## src/rtl/pll_recfg_seq.sv

```systemverilog
// PLL reconfiguration sequencer: writes the M/K/C0 register set through the
// pll_cfg management port, pulses the PLL reset, then waits for lock.
module pll_recfg_seq #(
  parameter int unsigned RST_CYCLES   = 8,
  parameter int unsigned LOCK_TIMEOUT = 5000000
) (
  input  logic        clk,
  input  logic        reset,
  input  logic        start,
  input  logic [31:0] m_val,
  input  logic [31:0] k_val,
  input  logic [31:0] c0_val,
  input  logic        locked,
  input  logic        mgmt_waitrequest,
  output logic        mgmt_write,
  output logic [5:0]  mgmt_address,
  output logic [31:0] mgmt_writedata,
  output logic        pll_reset,
  output logic        busy,
  output logic        done,
  output logic        lock_err
);

  typedef enum logic [2:0] {
    IDLE,
    WR,
    GAP,
    PRST,
    WLOCK,
    FIN
  } state_t;

  localparam logic [31:0] RST_LAST = 32'(RST_CYCLES - 1);
  localparam logic [31:0] TMO_LAST = 32'(LOCK_TIMEOUT - 1);

  state_t      state_q, state_d;
  logic [2:0]  idx_q, idx_d;
  logic [31:0] cnt_q, cnt_d;
  logic        lerr_q, lerr_d;
  logic        latch;
  logic [31:0] m_q, k_q, c0_q;

  always_ff @(posedge clk or posedge reset) begin
    if (reset) begin
      state_q <= IDLE;
      idx_q   <= '0;
      cnt_q   <= '0;
      lerr_q  <= 1'b0;
      m_q     <= '0;
      k_q     <= '0;
      c0_q    <= '0;
    end else begin
      state_q <= state_d;
      idx_q   <= idx_d;
      cnt_q   <= cnt_d;
      lerr_q  <= lerr_d;
      if (latch) begin
        m_q  <= m_val;
        k_q  <= k_val;
        c0_q <= c0_val;
      end
    end
  end

  always_comb begin
    state_d = state_q;
    idx_d   = idx_q;
    cnt_d   = cnt_q;
    lerr_d  = lerr_q;
    latch   = 1'b0;
    unique case (state_q)
      IDLE: begin
        if (start) begin
          latch   = 1'b1;
          lerr_d  = 1'b0;
          idx_d   = '0;
          state_d = WR;
        end
      end
      WR: begin
        if (!mgmt_waitrequest) begin
          state_d = GAP;
        end
      end
      GAP: begin
        if (idx_q == 3'd7) begin
          cnt_d   = '0;
          state_d = PRST;
        end else begin
          idx_d   = idx_q + 3'd1;
          state_d = WR;
        end
      end
      PRST: begin
        if (cnt_q == RST_LAST) begin
          cnt_d   = '0;
          state_d = WLOCK;
        end else begin
          cnt_d = cnt_q + 32'd1;
        end
      end
      WLOCK: begin
        // lock seen in the timeout cycle still counts as success
        if (locked) begin
          state_d = FIN;
        end else if (cnt_q == TMO_LAST) begin
          lerr_d  = 1'b1;
          state_d = FIN;
        end else begin
          cnt_d = cnt_q + 32'd1;
        end
      end
      FIN: begin
        state_d = IDLE;
      end
      default: begin
        state_d = IDLE;
      end
    endcase
  end

  // index only moves in GAP, so address/data hold while write is low
  always_comb begin
    mgmt_address   = '0;
    mgmt_writedata = '0;
    unique case (idx_q)
      3'd0: begin
        mgmt_address   = 6'd0;
        mgmt_writedata = 32'd0;
      end
      3'd1: begin
        mgmt_address   = 6'd4;
        mgmt_writedata = m_q;
      end
      3'd2: begin
        mgmt_address   = 6'd7;
        mgmt_writedata = k_q;
      end
      3'd3: begin
        mgmt_address   = 6'd3;
        mgmt_writedata = 32'h0001_0000;
      end
      3'd4: begin
        mgmt_address   = 6'd5;
        mgmt_writedata = c0_q;
      end
      3'd5: begin
        mgmt_address   = 6'd9;
        mgmt_writedata = 32'd1;
      end
      3'd6: begin
        mgmt_address   = 6'd8;
        mgmt_writedata = 32'd7;
      end
      3'd7: begin
        mgmt_address   = 6'd2;
        mgmt_writedata = 32'd0;
      end
      default: begin
        mgmt_address   = '0;
        mgmt_writedata = '0;
      end
    endcase
  end

  assign mgmt_write = (state_q == WR);
  assign pll_reset  = (state_q == PRST);
  assign busy       = (state_q != IDLE);
  assign done       = (state_q == FIN);
  assign lock_err   = lerr_q;

endmodule

```

## config.mk

```make
export PLATFORM = sky130hd
export DESIGN_NAME = pll_recfg_seq
export DESIGN_NICKNAME = d
export VERILOG_FILES = /design/src/rtl/pll_recfg_seq.sv
export SDC_FILE = /design/constraint.sdc
export NUM_CORES = 1
export LEC_CHECK = 0
export CAP_MARGIN = 5
export CORE_ASPECT_RATIO = 1.1
export CORE_MARGIN = 5
export CORE_UTILIZATION = 55
export CTS_BUF_LIST = sky130_fd_sc_hd__clkbuf_8
export DETAILED_ROUTE_END_ITERATION = 8
export DONT_BUFFER_PORTS = 1
export GPL_ROUTABILITY_DRIVEN = 0
export PLACE_DENSITY = 0.73
export SETUP_SLACK_MARGIN = 0.3
export SYNTH_ARGS = -nofsm -noshare
export SYNTH_HDL_FRONTEND = slang
export SYNTH_SLANG_ARGS = --single-unit
export TNS_END_PERCENT = 5
```

## constraint.sdc

```tcl
create_clock -name clk -period 4.22 [get_ports clk]
set_clock_uncertainty 0.05 [all_clocks]
set_input_delay 0.422 -clock clk [delete_from_list [all_inputs] [get_ports clk]]
set_output_delay 0.422 -clock clk [all_outputs]
set_load 0.1 [all_outputs]
```

* After elaboration in Yosys (flattened, before gate mapping)
Index checks and enable logic that the tools add are counted.
** Storage, ports and cells
- Flip-flop bits (word level) :: 135
- Input port bits :: 101
- Output and inout bits :: 43
- Word-level logic and storage cells :: 66
** Operators by class
- $add $sub $neg :: 2
- Equal/unequal tests :: 23
- Mux-type cells :: 23
- Reduce and logical (&&, ||, !) cells :: 11
** Operator list (count)
- 32-bit one-hot mux with 7 select lines :: 1
- 32-bit two-way mux :: 4
- 32-bit one-hot mux with 3 select lines :: 1
- 6-bit one-hot mux with 8 select lines :: 1
- 32-bit by 1-bit adder with 32-bit output, second input constant :: 1
- 32-bit by 23-bit == test with 1-bit output, second input constant :: 1
- 32-bit by 3-bit == test with 1-bit output, second input constant :: 1
- 3-bit two-way mux :: 7
- 3-bit == test, second input constant :: 6
- 3-bit one-hot mux with 5 select lines :: 1
- 2-bit != test, second input constant :: 7
- 3-bit by 2-bit == test with 1-bit output, second input constant :: 4
- 4-bit AND reduction :: 3
- 3-bit by 1-bit == test with 1-bit output, second input constant :: 2
- 3-bit zero test :: 2
- 3-bit one-hot mux with 2 select lines :: 1
- 3-bit nonzero test :: 2
- 1-bit two-way mux :: 5
- 2-bit nonzero test :: 2
- 3-bit by 1-bit adder with 3-bit output, second input constant :: 1
- 3-bit != test, second input constant :: 1
- 3-bit AND reduction :: 1
- 2-bit two-way mux :: 1
- 2-bit by 1-bit != test with 1-bit output, second input constant :: 1
- 2 further kinds :: 2

* Logic depth before layout (Yosys ltp)
Gate-level depths: netlist (run 1).
- Depth in word-level cells :: 4
- Gate-level depth with buffers :: 9
- Mapped depth without buffers :: 7

* Worst setup path before layout (run 1)
Ideal clock, no wire load.
- Kind :: reg-to-output
- Start point :: register idx_q[0]
- End point :: output port mgmt_writedata[1]
- Data arrival time :: 3.952 ns
- Data required time :: 3.748 ns
- Slack :: -0.204 ns
- Stages on the path, launching flop included :: 10
- Buffers on the path :: 2
- Cells stage by stage :: dfrtp_1 > inv_1 > ha_1 > clkbuf_1 > nor2_1 > o21bai_1 > nor2_1 > clkbuf_1 > nand2_1 > o21ai_0
** Between the ends
- Word-level cells in the longest chain between the ends :: 3
- Elaborated cells on any way between the ends :: 10
- Classes of those cells :: eq/ne (7); mux (1); reduce/logical (2)
** RTL lines
- from (decl) :: line 37 : logic [2:0] idx_q, idx_d;
- from (signal assigned) :: line 54 : idx_q <= idx_d;
- 3-bit == test or 3-bit zero test (tied branches) :: line 126 : unique case (idx_q)
- 2-bit OR reduction (no source line)
- 32-bit one-hot mux with 7 select lines (*) :: line 126
- to (decl) :: line 17 : output logic [31:0] mgmt_writedata,
Mark *: on every way between the ends. The rest lies on a longest branch, timed or not.

* Worst setup path after layout (run 1)
- Start point :: register idx_q[2]
- End point :: output port mgmt_writedata[3]
The elaborated chain is that of the path after synthesis.

==> impl_metrics.yaml, run 1 <==
run_status:
  status: "finished, violations left"
  violations: "DRC"
global_route:
  antenna_found_initial: 3
  grtUsageMet3: 0.0607
  track_usage: 0.209
  use_met1: 0.265
  grt_pass1_wl_um: 23000
  grt_max_degree: 45
  grtUsageMet2: 0.339
  overflow: 0
  grt_pass1_vias: 4537
  grt.busiest_layer: "met2"
route:
  via_count: 4491
  avgViaCountPerCell: 6.25
  wl_per_cell_um: 20.1
  route.detailed.drc: 2
  postRouteAntennaNets: 0
  totalWireLength_um: 14400
  drtIter0Drc: 563
  dr.pass1.iters: 9
die:
  fp.dieH_um: 123
  rows: 41
  coreArea_sq_um: 11400
  initial_core_util: 0.558
  die_area_sq_um: 13800
  die_w_um: 112
  pin_count: 144
logic_synthesis:
  yosysWarnings: 0
  synth_seq_area_share: 0.532
  synth_cell_types: 44
  ys_ff_latch: 135
  syn_inst: 552
  synth_area_per_cell_sq_um: 11.5
  syn-cell-area_sq_um: 6350
timing:
  setup_viol: 0
  rsz0062_at_grt: "false"
  max_freq_mhz: 282
  worst_pin_slew_ps: 1190
  finalWorstSetupSlack_ps: 670
  slew_headroom: 0.204
  hold_violations: 0
  period_share: 0.841
  tns_ps: 0
  min_period_ps: 3550
  drv_slew: 0
worst_hold_path:
  min_from: "m_val[1]"
  holdPathStages: 1
  hold_end: "m_q[1]$_DFFE_PP0P_"
  min_path_type: "primary input to flip-flop"
worst_setup_path:
  cpMaxStageDelayCell: "inv_1"
  worst_setup_path_start_kind: "flip-flop"
  path_class: "flip-flop to output pin"
  worstPathArrival_ps: 3080
  crit_fanout: 16
  r2r_slack_ps: 1350
  path_cells: "inv_1 -> ha_1 -> o21bai_2 -> buf_4 -> nor2_2 -> buf_4 -> a222oi_1 -> inv_1"
  r2r_cells: 6
  r2r_start: "cnt_q[6]$_DFFE_PP0P_"
  end_kind: "output pin"
  slowest_delay_ps: 650
  r2r-end: "cnt_q[21]$_DFFE_PP0P_"
  required_ps: 3750
clock_tree:
  root_buffer: "clkbuf_8"
  cts_buffers: 17
  cts-resized-gates: 0
  clk_pin_slew_worst_paths_ps: 80
  clk_latency_ps: 430
  cts.sinks: 135
  htreeDepth: 4
  cts_setup_buffers: 0
  cts_tree: "done"
  cts_max_path_buffers: 2
placed_design:
  dpl_worst_slack_ps: 1180
  io_buffers: 0
  post-dp-hpwl_um: 10500
run:
  drv_cap: 0
final_layout:
  multiInputGateArea_sq_um: 2730
  fill_cells: 926
  ff_latch_area_sq_um: 3380
  area_growth_pct: 10.3
  nNetsFinal: 663
  drive_gt1_frac: 0.287
-- worst max path at each step --
stage,start,end,cells past startpoint
2_1_floorplan,idx_q[0]$_DFFE_PP0P_,mgmt_writedata[1],9
3_3_place_gp,idx_q[2]$_DFFE_PP0P_,mgmt_writedata[4],8
3_5_place_dp,idx_q[2]$_DFFE_PP0P_,mgmt_writedata[3],8
4_1_cts,idx_q[2]$_DFFE_PP0P_,mgmt_writedata[3],8
5_1_grt,idx_q[2]$_DFFE_PP0P_,mgmt_writedata[3],8
6_report,idx_q[2]$_DFFE_PP0P_,mgmt_writedata[3],8
-- worst max-delay path: cells and delay by family (launching register included) --
family	cells	cell delay [ps]
adders and majority gates	1	250
AOI/OAI and AO/OA	2	340
DFF	1	590
and+or+nand+nor	1	160
buffers and inverters	4	1300
-- metal layers --
metal | vias up | share of wire
li1 | 2019 | -
met1 | 2237 | 0.40
met2 | 195 | 0.50
met3 | 34 | 0.076
met4 | 6 | 0.020
met5 | - | 0.0033
-- sequential cells by signal, indices dropped and copies added, names as in the netlist --
name / cells
idx_q: 3
lock_err: 1
cnt_q: 32
m_q: 32
state_q: 3
c0_q: 32
k_q: 32
-- Yosys cell counts, drive strengths merged --
cell type / number / area share
ha: 7 / 0.014
or3: 18 / 0.018
nor2b: 2 / 0.0020
nand2: 23 / 0.014
dfrtp: 135 / 0.53
o221a: 1 / 0.0018
a21oi: 27 / 0.021
conb: 1 / 0.00059
a221oi: 2 / 0.0028
o22ai: 2 / 0.0041
nand4b: 2 / 0.0028
buf: 10 / 0.0087
xor2: 9 / 0.012
xnor2: 3 / 0.0041
and2: 1 / 0.00099
a31oi: 1 / 0.00099
nand3: 12 / 0.0095
or3b: 1 / 0.0018
o31a: 1 / 0.0014
nor3: 4 / 0.0032
nor3b: 1 / 0.0012
a222oi: 28 / 0.044
or2: 2 / 0.0020
nor2: 32 / 0.019
nor4b: 3 / 0.0041
o31ai: 6 / 0.0071
and3: 5 / 0.0049
inv: 42 / 0.025
nor4: 6 / 0.0069
a32o: 1 / 0.0016
o21ai: 20 / 0.016
o41ai: 1 / 0.0026
and4: 1 / 0.0014
or4: 4 / 0.0053
nand2b: 3 / 0.0030
o21bai: 2 / 0.0024
mux2: 96 / 0.17
clkbuf: 22 / 0.013
nand4: 15 / 0.016
-- through the flow --
step,hold WS (ps),instances,util,area [sq um]
3_3_place_gp,369,685,0.576,6560
3_5_place_dp,378,685,0.576,6560
2_1_floorplan,430,553,-,6360
5_1_grt,53.9,717,0.615,7000
6_report,83.5,718,0.615,7010
4_1_cts,56.7,717,0.615,7000
-- logic make-up after synthesis --
group                      after synthesis  share of synthesized area
and+or+nand+nor                        135                      0.115
buffers and inverters                   74                     0.0465
other                                    1                   0.000590
muxes                                   96                      0.170
adders and majority gates                7                     0.0138
xor gates and xnor gates                12                     0.0165
AOI/OAI and AO/OA                       92                      0.106
DFF                                    135                      0.532
-- cell usage in the layout (no fill, tap or decap), types with 2 or more instances in the layout --
master	netlist	routed
inv_1	42	42
nor4_1	5	5
or2_2	2	2
dfrtp_1	135	135
nor4b_1	3	3
ha_1	7	7
nor2_1	32	26
clkinv_2	0	2
nand4_1	14	14
o31ai_1	6	6
a21oi_1	27	26
a222oi_1	28	28
o21ai_2	0	2
mux2_2	96	96
buf_4	2	14
nor2_2	0	6
clkinv_4	0	2
or4_1	3	3
nand2b_1	3	3
nor3_1	4	3
o21ai_0	20	18
conb_1	1	2
or3_1	18	18
clkinvlp_4	0	3
xnor2_1	3	3
nand2_1	23	23
xor2_1	9	9
a221oi_1	2	2
nand3_1	12	12
bufinv_16	0	4
and3_1	5	4
nand4b_1	2	2
clkbuf_8	0	19
-- cell type report --
class	count	share of cell area
clock inverter	12	0.0250
inverter	42	0.0230
multi-input combinational	344	0.389
antenna	1	0.000357
sequential	135	0.482
tap	150	0.0268
clock buffer	19	0.0373
timing repair buffer	15	0.0164
-- what timing repair did --
action / 4_1_cts / 5_1_grt
endpoints found under the setup margin: 0 / 0
hold buffers: 1 / 0
hold endpoints to repair: 30 / 0
Power of run 1 is not shown: default switching activity piles up to over one toggle a cycle in this logic, so the estimate is an artifact.
==> run 2: changes to the inputs <==
==> constraint.sdc (replaced) <==
create_clock -name clk -period 3.15 [get_ports clk]
set_clock_uncertainty 0.05 [all_clocks]
set_input_delay 0.315 -clock clk [delete_from_list [all_inputs] [get_ports clk]]
set_output_delay 0.315 -clock clk [all_outputs]
set_load 0.1 [all_outputs]
==> impl_metrics.yaml, run 2 (synthesis results as in run 1) <==
run_status:
  status: "finished, violations left"
  violations: "DRC"
worst_setup_path:
  path_class: "flip-flop to output pin"
  worstPathArrival_ps: 2520
  r2r-end: "cnt_q[28]$_DFFE_PP0P_"
  crit_fanout: 15
  r2r_start: "idx_q[0]$_DFFE_PP0P_"
  end_kind: "output pin"
  r2r_slack_ps: 460
  required_ps: 2780
  worst_setup_path_start_kind: "flip-flop"
  r2r_cells: 7
worst_hold_path:
  holdPathStages: 3
  min_path_type: "primary input to flip-flop"
  min_from: "mgmt_waitrequest"
  hold_end: "state_q[1]$_DFFE_PP0P_"
timing:
  max_freq_mhz: 347
  min_period_ps: 2890
  rsz0062_at_grt: "true"
  hold_violations: 0
  slew_headroom: 0.394
  drv_slew: 0
  tns_ps: 0
  setup_viol: 0
  period_share: 0.916
  whs_ps: 107
  worst_pin_slew_ps: 909
final_layout:
  final_common_cell: "dfrtp_1"
  area_growth_pct: 37.7
  fill_cells: 649
  nNetsFinal: 808
  drive_gt1_frac: 0.310
  final_cell_mix: "132 x dfrtp_1, 99 x dlygate4sd3_1, 96 x mux2_2"
run:
  drv_cap: 0
global_route:
  grt_pass1_wl_um: 30000
  antenna_found_initial: 3
  grt_pass1_vias: 5557
  grt_max_degree: 60
  overflow: 0
  track_usage: 0.285
clock_tree:
  htreeDepth: 4
  clk_pin_slew_worst_paths_ps: 70
  cts_tree: "done"
  clk_latency_ps: 450
  cts.sinks: 135
  root_buffer: "clkbuf_8"
  cts_buffers: 17
  cts_max_path_buffers: 2
die:
  coreArea_sq_um: 11400
  fp.dieH_um: 123
  initial_core_util: 0.558
  die_area_sq_um: 13800
  pin_count: 144
  die_w_um: 112
  rows: 41
placed_design:
  io_buffers: 0
  post-dp-hpwl_um: 11000
route:
  totalWireLength_um: 20000
  route.detailed.drc: 8
  avgViaCountPerCell: 6.19
  wl_per_cell_um: 23.1
  postRouteAntennaNets: 0
  via_count: 5358
  drtIter0Drc: 593
  dr.pass1.iters: 9
[run 2: changes by cell type in the layout (fill, tap and decap cells not counted), sizes merged]
cell | previous run | this run
clkinv | 4 | 1
clkinvlp | 3 | 4
dlygate4sd3 | 1 | 99
bufinv | 4 | 2
buf | 14 | 60
inv | 43 | 44
diode | 1 | 3
dlymetal6s2s | 0 | 1
clkbuf | 19 | 23
[run 2: metal layers]
layer	wire, um	vias to the layer above	track usage
met5	0	-	0
met4	868	0	0.166
met1	7060	2647	0.317
met2	10600	326	0.503
met3	1430	59	0.0656
li1	-	2326	-
[run 2: worst max path at each step]
stage | endpoint | slack (ps) | startpoint | cells past startpoint
after floorplan | mgmt_writedata[1] | -270 | idx_q[0]$_DFFE_PP0P_ | 5
after global placement | cnt_q[28]$_DFFE_PP0P_ | 630 | idx_q[0]$_DFFE_PP0P_ | 7
after detailed placement | cnt_q[28]$_DFFE_PP0P_ | 520 | idx_q[0]$_DFFE_PP0P_ | 7
after CTS | mgmt_writedata[3] | 310 | idx_q[0]$_DFFE_PP0P_ | 9
after global routing | mgmt_writedata[3] | 220 | idx_q[0]$_DFFE_PP0P_ | 9
final | mgmt_writedata[3] | 260 | idx_q[0]$_DFFE_PP0P_ | 9
[run 2: critical path: stages, from the launching register on]
cell and delay (ps):
dfrtp_2 480, inv_4 100, ha_4 170, nor2_1 50, a21oi_1 210, nor2_2 80
buf_6 170, a222oi_1 440, inv_1 160, buf_12 200
[run 2: cell type report]
class | count | area, sq um | share of cell area
sequential | 135 | 3380 | 0.387
clock buffer | 23 | 317 | 0.0362
multi-input combinational | 344 | 2800 | 0.320
tap | 150 | 188 | 0.0215
timing repair buffer | 160 | 1790 | 0.205
inverter | 42 | 164 | 0.0187
clock inverter | 9 | 98.8 | 0.0113
antenna | 3 | 7.51 | 0.000858
[run 2: through the flow]
| step | area (sq um) | setup slack (ps) | std cells | util |
|---|---|---|---|---|
| global placement | 7190 | 627 | 726 | 0.631 |
| global route | 8750 | 217 | 866 | 0.768 |
| finish | 8750 | 265 | 866 | 0.768 |
| CTS | 8610 | 307 | 857 | 0.756 |
| detailed placement | 7190 | 522 | 726 | 0.631 |
| floorplan | 6370 | -271 | 553 | - |
[run 2: what timing repair did]
item / CTS / global route
buffers inserted: 0 / 6
endpoints found under the setup margin: 33 / 35
pin swaps: 0 / 1
hold endpoints to repair: 132 / 0
resized for setup: 5 / 22
hold buffers: 99 / 0
Power of run 2 is left out for the same reason.
